<file path="src/rtl/shift_right_sequential.sv">
// Multi-cycle right shifter: accepts an operand on START and shifts it right
// one bit per clock (logical or arithmetic), pulsing DONE when the result is final.
module shift_right_sequential #(
  parameter int unsigned Data_Size  = 32,
  parameter int unsigned Shamt_Size = 5
) (
  input  logic                  CLK,
  input  logic                  RST,
  input  logic                  START,
  input  logic                  ARITH,
  input  logic [Shamt_Size-1:0] SHAMT,
  input  logic [Data_Size-1:0]  INPUT_SHIFTED,
  output logic [Data_Size-1:0]  OUTPUT_SHIFTED,
  output logic                  BUSY,
  output logic                  DONE
);

  localparam int unsigned MsbIdx = Data_Size - 1;

  typedef enum logic [1:0] {
    S_IDLE  = 2'd0,
    S_SHIFT = 2'd1,
    S_DONE  = 2'd2
  } state_t;

  state_t                  state_q, state_d;
  logic [Data_Size-1:0]    data_q,  data_d;
  logic [Shamt_Size-1:0]   count_q, count_d;
  logic                    mode_q,  mode_d;
  logic                    busy_q,  busy_d;
  logic                    done_q,  done_d;
  logic                    fill;

  // State and datapath registers; reset aborts any request in flight.
  always_ff @(posedge CLK or posedge RST) begin
    if (RST) begin
      state_q <= S_IDLE;
      data_q  <= '0;
      count_q <= '0;
      mode_q  <= 1'b0;
      busy_q  <= 1'b0;
      done_q  <= 1'b0;
    end else begin
      state_q <= state_d;
      data_q  <= data_d;
      count_q <= count_d;
      mode_q  <= mode_d;
      busy_q  <= busy_d;
      done_q  <= done_d;
    end
  end

  // Next-state and datapath; the sign bit is invariant under sign-fill.
  always_comb begin
    state_d = state_q;
    data_d  = data_q;
    count_d = count_q;
    mode_d  = mode_q;
    fill    = mode_q & data_q[MsbIdx];

    case (state_q)
      S_IDLE: begin
        if (START) begin
          data_d  = INPUT_SHIFTED;
          count_d = SHAMT;
          mode_d  = ARITH;
          state_d = (SHAMT != '0) ? S_SHIFT : S_DONE;
        end
      end
      S_SHIFT: begin
        data_d  = {fill, data_q[MsbIdx:1]};
        count_d = count_q - Shamt_Size'(1);
        if (count_q == Shamt_Size'(1)) begin
          state_d = S_DONE;
        end
      end
      S_DONE: begin
        state_d = S_IDLE;
      end
      default: begin
        state_d = S_IDLE;
      end
    endcase

    // Status flags are registered alongside the state they describe.
    busy_d = (state_d != S_IDLE);
    done_d = (state_d == S_DONE);
  end

  assign OUTPUT_SHIFTED = data_q;
  assign BUSY           = busy_q;
  assign DONE           = done_q;

endmodule

</file>
<file path="config.mk">
export PLATFORM = sky130hd
export DESIGN_NAME = shift_right_sequential
export DESIGN_NICKNAME = d
export VERILOG_FILES = /design/src/rtl/shift_right_sequential.sv
export SDC_FILE = /design/constraint.sdc
export NUM_CORES = 1
export LEC_CHECK = 0
export CAP_MARGIN = 20
export CORE_MARGIN = 2
export CORE_UTILIZATION = 49
export CTS_BUF_LIST = sky130_fd_sc_hd__clkbuf_8
export CTS_CLUSTER_DIAMETER = 30
export DETAILED_ROUTE_END_ITERATION = 8
export PLACE_DENSITY = 0.86
export SLEW_MARGIN = 20
export SYNTH_ARGS = -nofsm -noshare
export SYNTH_HDL_FRONTEND = slang
export SYNTH_SLANG_ARGS = --single-unit
export TNS_END_PERCENT = 30
</file>
<file path="constraint.sdc">
create_clock -name CLK -period 4.5 [get_ports CLK]
set_input_delay 0.9 -clock CLK [delete_from_list [all_inputs] [get_ports CLK]]
set_output_delay 0.9 -clock CLK [all_outputs]
set_load 0.005 [all_outputs]
</file>
==> results.tsv, run 1 <==
stage	metric	value	unit
worst_hold_path	hp-class	reg2reg	
grt	grt_pass1_vias	1782	
worst_setup_path	crit_family	buffers and inverters	
worst_hold_path	min_to	mode_q	
clocking	post-cts-setup-buffers	0	
worst_setup_path	cp_slowest_cell	nor2b_2	
worst_setup_path	cp_num_buf_inv	2	
power	ir_drop	249.6	uV
synthesis	yosysSeqAreaShare	53.13	%
clocking	cts_hold_buf	0	
run	maxCapViolCount	0	
synthesis	netlist_top_cells_count	nand2_1, dfrtp_1, nor2_1	
clocking	clk_latency	0.30	ns
synthesis	synth-xor-area-share	0	%
worst_setup_path	max_stage_delay	0.65	ns
final_layout	layout-drive-gt1-share	6.186	%
synthesis	yosysMostFrequentCell	nand2_1	
detailed_routing	drc	0	
worst_setup_path	rrSetupSlack	2.44	ns
worst_hold_path	holdPathStages	1	
worst_setup_path	crit_fanout	19	
clocking	cts_resized	0	
synthesis	ys_seq_elements	42	
power	leakage	1.187	nW
worst_setup_path	reg2reg_to	count_q[4]	
sta	post-route-min-period	2.453	ns
synthesis	yosys.area_share.simple	23.66	%
run_status	status	completed	
sta	fin_worst_skew	0.005352	ns
floorplanning	core_area	0.003943	mm2
synthesis	synth.largest_area_cell	dfrtp_1	
power	power_frac_seq	41.7	%
grt	grt_start_max_net_pins	68	
detailed_routing	dr.pass1.iters	4	
synthesis	synthArstFlopShare	100.0	%
sta	setup_viol	0	
placement	io_buffers	74	
power	power_frac_clock	14.0	%
synthesis	yosys_warnings	0	
worst_setup_path	reg2reg_depth	3	
grt	grt_pass1_wl	7783	um
clocking	clk_pin_slew	0.08	ns
detailed_routing	via_per_inst	5.463	
synthesis	synth_edf_count	0	
synthesis	synth_top_family_by_area	simple AND/OR/NAND/NOR gates	
synthesis	synthAdderAreaFrac	1.265	%
detailed_routing	vias	1863	
synthesis	synth_flop_cell	dfrtp_1	
final_layout	fin_area	0.002796	mm2
sta	fin_crit_sh	54.50	%
worst_setup_path	setup.worst_path.class	in2reg	
sta	tns	0	ns
power	p_int	1.085	mW
synthesis	syn_area_per_cell	8.831	um2
floorplanning	die_h	67.54	um
final_layout	final_nets	334	
synthesis	synth_top_area_share	53.13	%
floorplanning	rows	23	
floorplanning	die_w	67.54	um
synthesis	syn-cell-area	0.001978	mm2
synthesis	synth-compound-area-share	16.26	%
detailed_routing	wirelength	4725	um
sta	tightest_slew	1.047	ns
grt	gr-total-overflow	0	
floorplanning	pin_count	75	
power	comb_power_share	44.3	%
placement	gp_congestion	0.8009	
clocking	numClockSinks	42	
clocking	ctsRootBufferMaster	clkbuf_8	
sta	max_freq	0.4077	GHz
grt	grt_usage	22.84	%
floorplanning	dieArea	0.004561	mm2
final_layout	antenna_cells	0	
final_layout	areaGrowthSynthToFinish	41.37	%
clocking	h-tree-depth	2	
clocking	numCtsBuffers	5	
synthesis	synthTopCellsByArea	dfrtp_1, nand2_1, a31oi_1	
sta	relSlewSlack	30.20	%
clocking	cts_tree	yes	
sta	slew_viol_final	0	
synthesis	syn_inst	224	
detailed_routing	first_iter_violations	130	
synthesis	synth_cell_type_count	33	
power	powerDensity	593.2	mW/mm2
power	switchingPower	573.4	uW
detailed_routing	ant_nets	0	
worst_setup_path	crit_path_cell_trace	clkdlybuf4s50_1 -> nor2b_2 -> buf_4 -> nand2_1 -> a31oi_1	
synthesis	synth_nets	267	
placement	hpwl	3322	um
worst_setup_path	cp-end-kind	flop	
synthesis	synthMuxAreaShare	0.5693	%
floorplanning	start_util	50.17	%
worst_hold_path	worstHoldStart	mode_q	
clocking	cts_buffer_depth	2	
sta	finalHoldViolCount	0	
sta	whs	0.5181	ns
grt	antenna_found_initial	0	
power	switching_share	34.57	%
detailed_routing	wl_per_cell	13.86	um
worst_setup_path	worstSetupStartpointType	input port	
worst_setup_path	critPathArrivalTime	2.67	ns
worst_setup_path	worstReg2RegStart	state_q[0]	
placement	place_area	0.002718	mm2
worst_setup_path	required	4.71	ns
sta	grt_setup_unrepaired	no	
## metrics by stage
stage / utilization (%) / setup slack, ns / instances / total power, mW
2_1_floorplan: - / 2.626 / 224 / 1.054
3_3_place_gp: 68.93 / 1.812 / 334 / 1.403
3_5_place_dp: 68.93 / 1.742 / 334 / 1.436
4_1_cts: 70.93 / 2.057 / 341 / 1.668
5_1_grt: 70.93 / 1.909 / 341 / 1.785
6_report: 70.93 / 2.047 / 341 / 1.659
## state kept, by name, indices dropped and copies added, names as in the netlist
signal and flops:
BUSY 1, DONE 1, OUTPUT_SHIFTED 32, count_q 5, mode_q 1, state_q 2
## power by group through the flow
| stage | clock, mW | sequential [mW] | combinational (mW) |
|---|---|---|---|
| 2_1_floorplan | 0 | 0.680 | 0.375 |
| 3_3_place_gp | 0 | 0.692 | 0.711 |
| 3_5_place_dp | 0 | 0.696 | 0.740 |
| 4_1_cts | 0.236 | 0.690 | 0.742 |
| 5_1_grt | 0.250 | 0.714 | 0.822 |
| 6_report | 0.232 | 0.691 | 0.735 |
## layout make-up
class	count	area (um2)
clock inverter	2	10.01
clock buffer	5	68.82
timing repair buffer	76	755.7
sequential	42	1051
inverter	5	18.77
tap	50	62.56
multi-input combinational	161	829.5
fill	320	1146
## cell usage in the layout, fill, tap and decap left out
cell             netlist  layout
inv_1                  5       4
o22ai_1                1       1
buf_4                  0       2
a31oi_1               31      31
o21a_1                 1       1
or3b_2                 1       1
nand3_1                1       1
nand2b_1               1       1
dfrtp_1               42      42
nor2b_1                2       1
o2bb2a_4               1       1
nor2_1                35      35
a21o_1                 1       1
a2bb2oi_1              1       1
clkbuf_8               0       5
a221o_1                1       1
clkinv_2               0       2
ha_1                   2       2
mux2_2                 1       1
o21ai_0                1       1
inv_2                  0       1
nand3b_1               1       1
or4b_4                 1       1
o21bai_1               1       1
o221a_2                2       2
or3_1                  2       2
nor4b_1                1       1
nor3_1                 2       2
a21oi_1                3       3
o32ai_1                1       1
or2b_2                 0       1
nor2b_2                0       1
clkdlybuf4s50_1        0      74
a22o_1                 1       1
nand2_1               63      63
nor3b_1                1       1
## cells by family (layout without fill, tap and decap cells)
kind of cell / count (synthesis) / after routing
adder cells (fa/ha/maj): 2 / 2
flip-flops: 42 / 42
AO/OA/AOI/OAI: 46 / 46
buffers and inverters: 21 / 88
AND/OR/NAND/NOR: 112 / 112
multiplexers: 1 / 1
## how the worst max path moves through the flow
stage                    endpoint  slack, ns  cells past startpoint  start
3_5_place_dp   OUTPUT_SHIFTED[21]       1.74                      5  START
2_1_floorplan                BUSY       2.63                      1    RST
4_1_cts        OUTPUT_SHIFTED[21]       2.06                      5  START
6_report       OUTPUT_SHIFTED[21]       2.05                      5  START
3_3_place_gp   OUTPUT_SHIFTED[21]       1.81                      5  START
5_1_grt        OUTPUT_SHIFTED[24]       1.91                      5  START
## per-layer routing
layer | track usage [%] | routed length, um
met1 | 29.27 | 2013
met2 | 35.78 | 2169
met3 | 5.667 | 388
met4 | 11.73 | 153
met5 | 0 | 0
Power figures use the tool's default switching activity.
==> run 2, diff against run 1 <==
Settings changed: CORE_UTILIZATION 49 to 45, PLACE_DENSITY 0.86 to 0.8.
Clock period 4.5 ns to 2.5 ns, I/O delays scaled along.
==> run 2 against run 1 <==
Clock power rose by 100%. Register-to-register slack worse by 1.6 ns. Count of clock-buffer cells in the layout up 1. Worst setup slack got worse by 1.3 ns. Critical path depth shrank 4. Die area is 8.4% higher. Sequential share of layout area shrank 0.71 points. Wire length increased by 5.0%.
==> results.tsv, run 2 (synthesis gave the netlist of run 1 again) <==
stage	metric	value	unit	change
grt	grt_start_max_net_pins	43		was 68
placement	gp_congestion	0.8374		was 0.8009
run	maxCapViolCount	0		unchanged
final_layout	multi_input_area	829.5	um2	unchanged
sta	max_freq	0.5858	GHz	
floorplanning	pin_count	75		unchanged
detailed_routing	dr_wl_met3	325	um	was 388 um
floorplanning	rows	24		was 23
sta	finalHoldViolCount	0		unchanged
worst_setup_path	crit_fanout	3		was 19
worst_setup_path	worstSetupStartpointType	flop		was input port
worst_setup_path	reg2reg_to	count_q[4]		unchanged
worst_hold_path	hp-class	reg2reg		unchanged
final_layout	seqCellArea	0.001051	mm2	unchanged
run_status	status	completed		unchanged
floorplanning	die_h	70.30	um	was 67.54 um
floorplanning	die_w	70.30	um	was 67.54 um
final_layout	antenna_cells	0		unchanged
clocking	post-cts-setup-buffers	0		unchanged
detailed_routing	via_per_inst	5.271		was 5.463
final_layout	fillCellCount	354		was 320
clocking	cts_buffer_depth	2		unchanged
detailed_routing	maxUsedRoutingLayer	met4		unchanged
worst_setup_path	required	2.00	ns	was 4.71 ns
detailed_routing	wirelength	4963	um	was 4725 um
clocking	numCtsBuffers	5		unchanged
grt	grt_pass1_vias	1816		was 1,782
sta	tns	0	ns	unchanged
worst_setup_path	crit_family	buffers and inverters		unchanged
placement	hpwl	3409	um	was 3322 um
sta	fin_worst_skew	0.008411	ns	was 0.005352 ns
clocking	clk_latency	0.29	ns	was 0.30 ns
detailed_routing	first_iter_violations	179		was 130
worst_setup_path	reg2reg_depth	5		was 3
grt	gr-total-overflow	0		unchanged
detailed_routing	drc	0		unchanged
power	ir_drop	489.5	uV	was 249.6 uV
clocking	h-tree-depth	2		unchanged
final_layout	layout_commonest_cell	clkdlybuf4s50_1		unchanged
sta	fin_crit_sh	68.28	%	
sta	relSlewSlack	64.97	%	was 30.20%
sta	grt_setup_unrepaired	no		unchanged
floorplanning	start_util	46.07	%	was 50.17%
detailed_routing	dr.pass1.iters	4		unchanged
clocking	cts_tree	yes		unchanged
clocking	ctsRootBufferMaster	clkbuf_8		unchanged
worst_setup_path	cp_num_buf_inv	1		was 2
clocking	numClockSinks	42		unchanged
sta	worst_slack	0.7929	ns	was 2.047 ns
worst_hold_path	min_to	mode_q		unchanged
power	leakage	1.208	nW	was 1.187 nW
worst_hold_path	holdPathStages	1		unchanged
clocking	cts_hold_buf	0		unchanged
final_layout	areaGrowthSynthToFinish	44.09	%	was 41.37%
worst_hold_path	worstHoldStart	mode_q		unchanged
detailed_routing	wl_per_cell	14.30	um	was 13.86 um
grt	grt_pass1_wl	8528	um	was 7783 um
worst_setup_path	crit_path_cell_trace	clkdlybuf4s50_1		was clkdlybuf4s50_1 -> nor2b_2 -> buf_4 -> nand2_1 -> a31oi_1
sta	post-route-min-period	1.707	ns	
detailed_routing	ant_nets	0		unchanged
clocking	cts_resized	0		unchanged
worst_setup_path	critPathArrivalTime	1.21	ns	was 2.67 ns
worst_setup_path	cp_slowest_cell	clkdlybuf4s50_1		was nor2b_2
worst_setup_path	cp-end-kind	output port		was flop
final_layout	layout-drive-gt1-share	7.119	%	was 6.186%
sta	tightest_slew	0.5255	ns	was 1.047 ns
worst_setup_path	setup.worst_path.class	reg2out		was in2reg
placement	post-place-ws	0.5372	ns	was 1.742 ns
worst_setup_path	cp-startpoint	OUTPUT_SHIFTED[31]		was START
detailed_routing	wl_met2	2283	um	was 2169 um
detailed_routing	wl_met1	2315	um	was 2013 um
worst_setup_path	worstReg2RegStart	count_q[0]		was state_q[0]
grt	grt_usage	21.42	%	was 22.84%
power	powerDensity	1073	mW/mm2	was 593.2 mW/mm2
sta	slew_viol_final	0		unchanged
floorplanning	core_area	0.004294	mm2	was 0.003943 mm2
final_layout	final_nets	337		was 334
sta	setup_viol	0		unchanged
grt	antenna_found_initial	0		unchanged
floorplanning	dieArea	0.004942	mm2	was 0.004561 mm2
final_layout	largest_register_ffs	32		unchanged
detailed_routing	vias	1829		was 1,863
final_layout	final_cell_mix	clkdlybuf4s50_1, nand2_1, dfrtp_1		unchanged
worst_setup_path	max_stage_delay	0.52	ns	was 0.65 ns
clocking	clk_pin_slew	0.08	ns	about the same
placement	io_buffers	74		unchanged
worst_setup_path	rrSetupSlack	0.83	ns	was 2.44 ns
[run 2: cell types whose count changed in the layout (fill, tap and decap cells not counted), sizes merged]
| cell | previous run | this run |
|---|---|---|
| buf | 2 | 5 |
| clkbuf | 5 | 6 |
| clkinvlp | 0 | 1 |
| inv | 5 | 4 |
[run 2: worst max path at each step]
| stage | end | slack [ns] | cells past startpoint |
|---|---|---|---|
| floorplan | count_q[4] | 0.90 | 5 |
| global placement | count_q[3] | 0.55 | 5 |
| detailed placement | OUTPUT_SHIFTED[16] | 0.54 | 5 |
| CTS | OUTPUT_SHIFTED[31] | 0.78 | 1 |
| global route | OUTPUT_SHIFTED[15] | 0.70 | 5 |
| finish | OUTPUT_SHIFTED[31] | 0.79 | 1 |
[run 2: report_power, final]
group | switching [mW] | internal, mW | total [mW]
Combinational | 0.559 | 0.791 | 1.35
Sequential | 0.253 | 0.989 | 1.24
Clock | 0.244 | 0.222 | 0.467
Total | 1.06 | 2.00 | 3.06
[run 2: cell type report]
type / count / area share [%]
clock buffers: 6 / 2.897
clock inverters: 2 / 0.4390
inverters: 5 / 0.6585
multi-input cells: 161 / 29.10
flip-flops and latches: 42 / 36.87
well taps: 52 / 2.283
repair buffers: 79 / 27.74
[run 2: per-stage QoR]
stage               power, mW  std cells  hold slack (ns)  utilization [%]  cell area, um2
finish                  3.059        347           0.5240            66.38            2850
CTS                     3.076        347           0.5202            66.38            2850
global route            3.298        347           0.5431            66.38            2850
floorplan               1.898        224           0.4815                -            1978
global placement        2.555        339           0.4931            64.16            2755
detailed placement      2.603        339           0.5011            64.16            2755
[run 2: routing by layer]
metal	vias up	track usage [%]
met2	66	33.33
met1	856	29.54
li1	903	-
met4	0	5.556
met3	4	6.061
met5	-	0
==> run 3, diff against run 2 <==
Settings changed: CORE_UTILIZATION 45 to 41, PLACE_DENSITY 0.8 to 0.76.
Clock period 2.5 ns to 1.5 ns, I/O delays scaled along.
==> run 3 against run 2 <==
The flow now finishes with violations (negative setup slack). Combinational power is 85% higher. Sequential power grew 64%. Non-clock buffer count up 24. Clock power is 96% higher. Sequential share of layout area shrank 3.3 points. Sequential cell count stayed put. Worst setup slack worse by 0.81 ns. Design area is 9.9% higher. Largest power group unchanged. Highest routed layer unchanged.
==> results.tsv, run 3 (synthesis gave the netlist of run 1 again) <==
stage	metric	value	unit	change
clocking	cts_tree	yes		unchanged
detailed_routing	drc	0		unchanged
grt	grt_pass1_vias	1758		was 1,816
power	p_total	5.449	mW	was 3.059 mW
worst_setup_path	crit_fanout	2		was 3
worst_setup_path	cp-end-kind	flop		was output port
worst_setup_path	setup.worst_path.class	reg2reg		was reg2out
placement	gp_congestion	0.8432		was 0.8374
run_status	status	finished with violations		was completed
clocking	numCtsBuffers	5		unchanged
clocking	h-tree-depth	2		unchanged
worst_setup_path	cp_slowest_cell	dfrtp_1		was clkdlybuf4s50_1
floorplanning	core_area	0.004692	mm2	was 0.004294 mm2
detailed_routing	ant_nets	0		unchanged
worst_setup_path	required	1.68	ns	was 2.00 ns
sta	post-route-min-period	1.516	ns	
placement	dp.cells	357		was 339
floorplanning	die_h	73.46	um	was 70.30 um
sta	worst_slack	-0.01560	ns	was 0.7929 ns
detailed_routing	vias	1921		was 1,829
power	powerDensity	1739	mW/mm2	was 1073 mW/mm2
grt	antenna_found_initial	0		unchanged
final_layout	areaGrowthSynthToFinish	58.38	%	was 44.09%
floorplanning	dieArea	0.005396	mm2	was 0.004942 mm2
grt	grt_pass1_wl	8045	um	was 8528 um
power	ir_drop	737.4	uV	was 489.5 uV
placement	place_area	0.002895	mm2	was 0.002755 mm2
final_layout	layout_commonest_cell	nand2_1		was clkdlybuf4s50_1
worst_setup_path	rrSetupSlack	-0.02	ns	was 0.83 ns
final_layout	final_cell_mix	nand2_1, clkdlybuf4s50_1, dfrtp_1		was clkdlybuf4s50_1, nand2_1, dfrtp_1
sta	fin_crit_sh	101.0	%	
grt	grt_usage	19.15	%	was 21.42%
run	maxCapViolCount	0		unchanged
placement	io_buffers	74		unchanged
floorplanning	pin_count	75		unchanged
sta	slew_viol_final	0		unchanged
sta	fin_worst_skew	0.001510	ns	was 0.008411 ns
final_layout	fillCellCount	387		was 354
final_layout	layout.cells.non_filler	372		was 347
worst_setup_path	reg2reg_to	count_q[4]		unchanged
final_layout	final_nets	361		was 337
final_layout	largest_register_ffs	32		unchanged
detailed_routing	via_per_inst	5.164		was 5.271
sta	max_freq	0.6598	GHz	
final_layout	layout-drive-gt1-share	15.09	%	was 7.119%
worst_hold_path	hp-class	in2async		was reg2reg
clocking	cts_buffer_depth	2		unchanged
sta	setup_viol	1		was 0
worst_setup_path	worstSetupStartpointType	flop		unchanged
detailed_routing	wirelength	5113	um	was 4963 um
worst_setup_path	crit_family	simple AND/OR/NAND/NOR gates		was buffers and inverters
sta	whs	0.3583	ns	was 0.5240 ns
sta	tightest_slew	0.3076	ns	was 0.5255 ns
floorplanning	rows	25		was 24
placement	post-place-ws	-0.2175	ns	was 0.5372 ns
worst_setup_path	cp_num_buf_inv	1		unchanged
detailed_routing	dr.pass1.iters	5		was 4
sta	relSlewSlack	79.49	%	was 64.97%
worst_setup_path	worstReg2RegStart	count_q[0]		unchanged
clocking	clk_pin_slew	0.08	ns	about the same
worst_setup_path	max_stage_delay	0.40	ns	was 0.52 ns
detailed_routing	first_iter_violations	108		was 179
clocking	numClockSinks	42		unchanged
final_layout	fin_area	0.003133	mm2	was 0.002850 mm2
power	leakage	1.521	nW	was 1.208 nW
detailed_routing	wl_per_cell	13.74	um	was 14.30 um
sta	grt_setup_unrepaired	yes		was no
clocking	cts_hold_buf	0		unchanged
clocking	clk_latency	0.29	ns	about the same
grt	grt_start_max_net_pins	43		unchanged
sta	finalHoldViolCount	0		unchanged
floorplanning	start_util	42.16	%	was 46.07%
grt	gr-total-overflow	0		unchanged
placement	hpwl	3542	um	was 3409 um
floorplanning	die_w	73.46	um	was 70.30 um
worst_setup_path	critPathArrivalTime	1.70	ns	was 1.21 ns
run_status	failed_checks	negative setup slack		
worst_setup_path	crit_path_cell_trace	inv_2 -> ha_4 -> or3b_4 -> or3_1 -> o221a_2		was clkdlybuf4s50_1
clocking	ctsRootBufferMaster	clkbuf_8		unchanged
worst_setup_path	reg2reg_depth	5		unchanged
final_layout	antenna_cells	0		unchanged
run 3: changes by cell type in the layout (fill, tap and decap cells not counted), moves of 2 or more:
cell	before	now
clkdlybuf4s50_1	74	48
buf_4	4	27
dlymetal6s2s_1	0	23
dlygate4sd2_1	0	3
inv_1	4	2
inv_2	0	2
run 3: layout make-up:
cell class              instances  area, um2  share of cell area [%]
flip-flops and latches         42       1052                   33.59
repair buffers                103       1037                   33.11
inverters                       5      18.77                  0.5990
well taps                      54      67.56                   2.157
clock buffers                   6      82.58                   2.636
multi-input cells             161      844.6                   26.96
clock inverters                 1      30.03                  0.9585
run 3: stage by stage:
step | TNS, ns | util (%)
after CTS | -0.03506 | 64.19
after detailed placement | -4.894 | 61.71
after global routing | -0.06734 | 66.77
after floorplan | -0.02022 | -
final | -0.01560 | 66.77
after global placement | -3.260 | 61.71
run 3: repair_timing:
action	4_1_cts	5_1_grt
pin swaps	1	0
gates resized for setup	4	26
endpoints found under the setup margin	4	43
buffers inserted	1	7
run 3: metal layers:
metal	up-vias	wire length, um	track usage, %
met3	5	326	5.487
li1	947	-	-
met2	62	2293	29.56
met4	0	51	5.253
met1	907	2442	26.38
met5	-	0	0
run 3: how the worst max path moves through the flow:
stage	end	cells after the start	start
2_1_floorplan	count_q[4]	5	count_q[0]
3_3_place_gp	state_q[1]	4	START
3_5_place_dp	state_q[1]	4	START
4_1_cts	count_q[4]	5	count_q[0]
5_1_grt	count_q[4]	5	count_q[0]
6_report	count_q[4]	5	count_q[0]
run 3: power by group:
group / total, mW / internal [mW] / switching [mW]
clock: 0.917 / 0.533 / 0.384
sequential: 2.03 / 1.65 / 0.379
combinational: 2.50 / 1.47 / 1.03
total: 5.45 / 3.65 / 1.80
run 3: worst min-delay path, delay by kind of cell:
kind,cells,cell delay [ns]
buf+inv,3,0.73
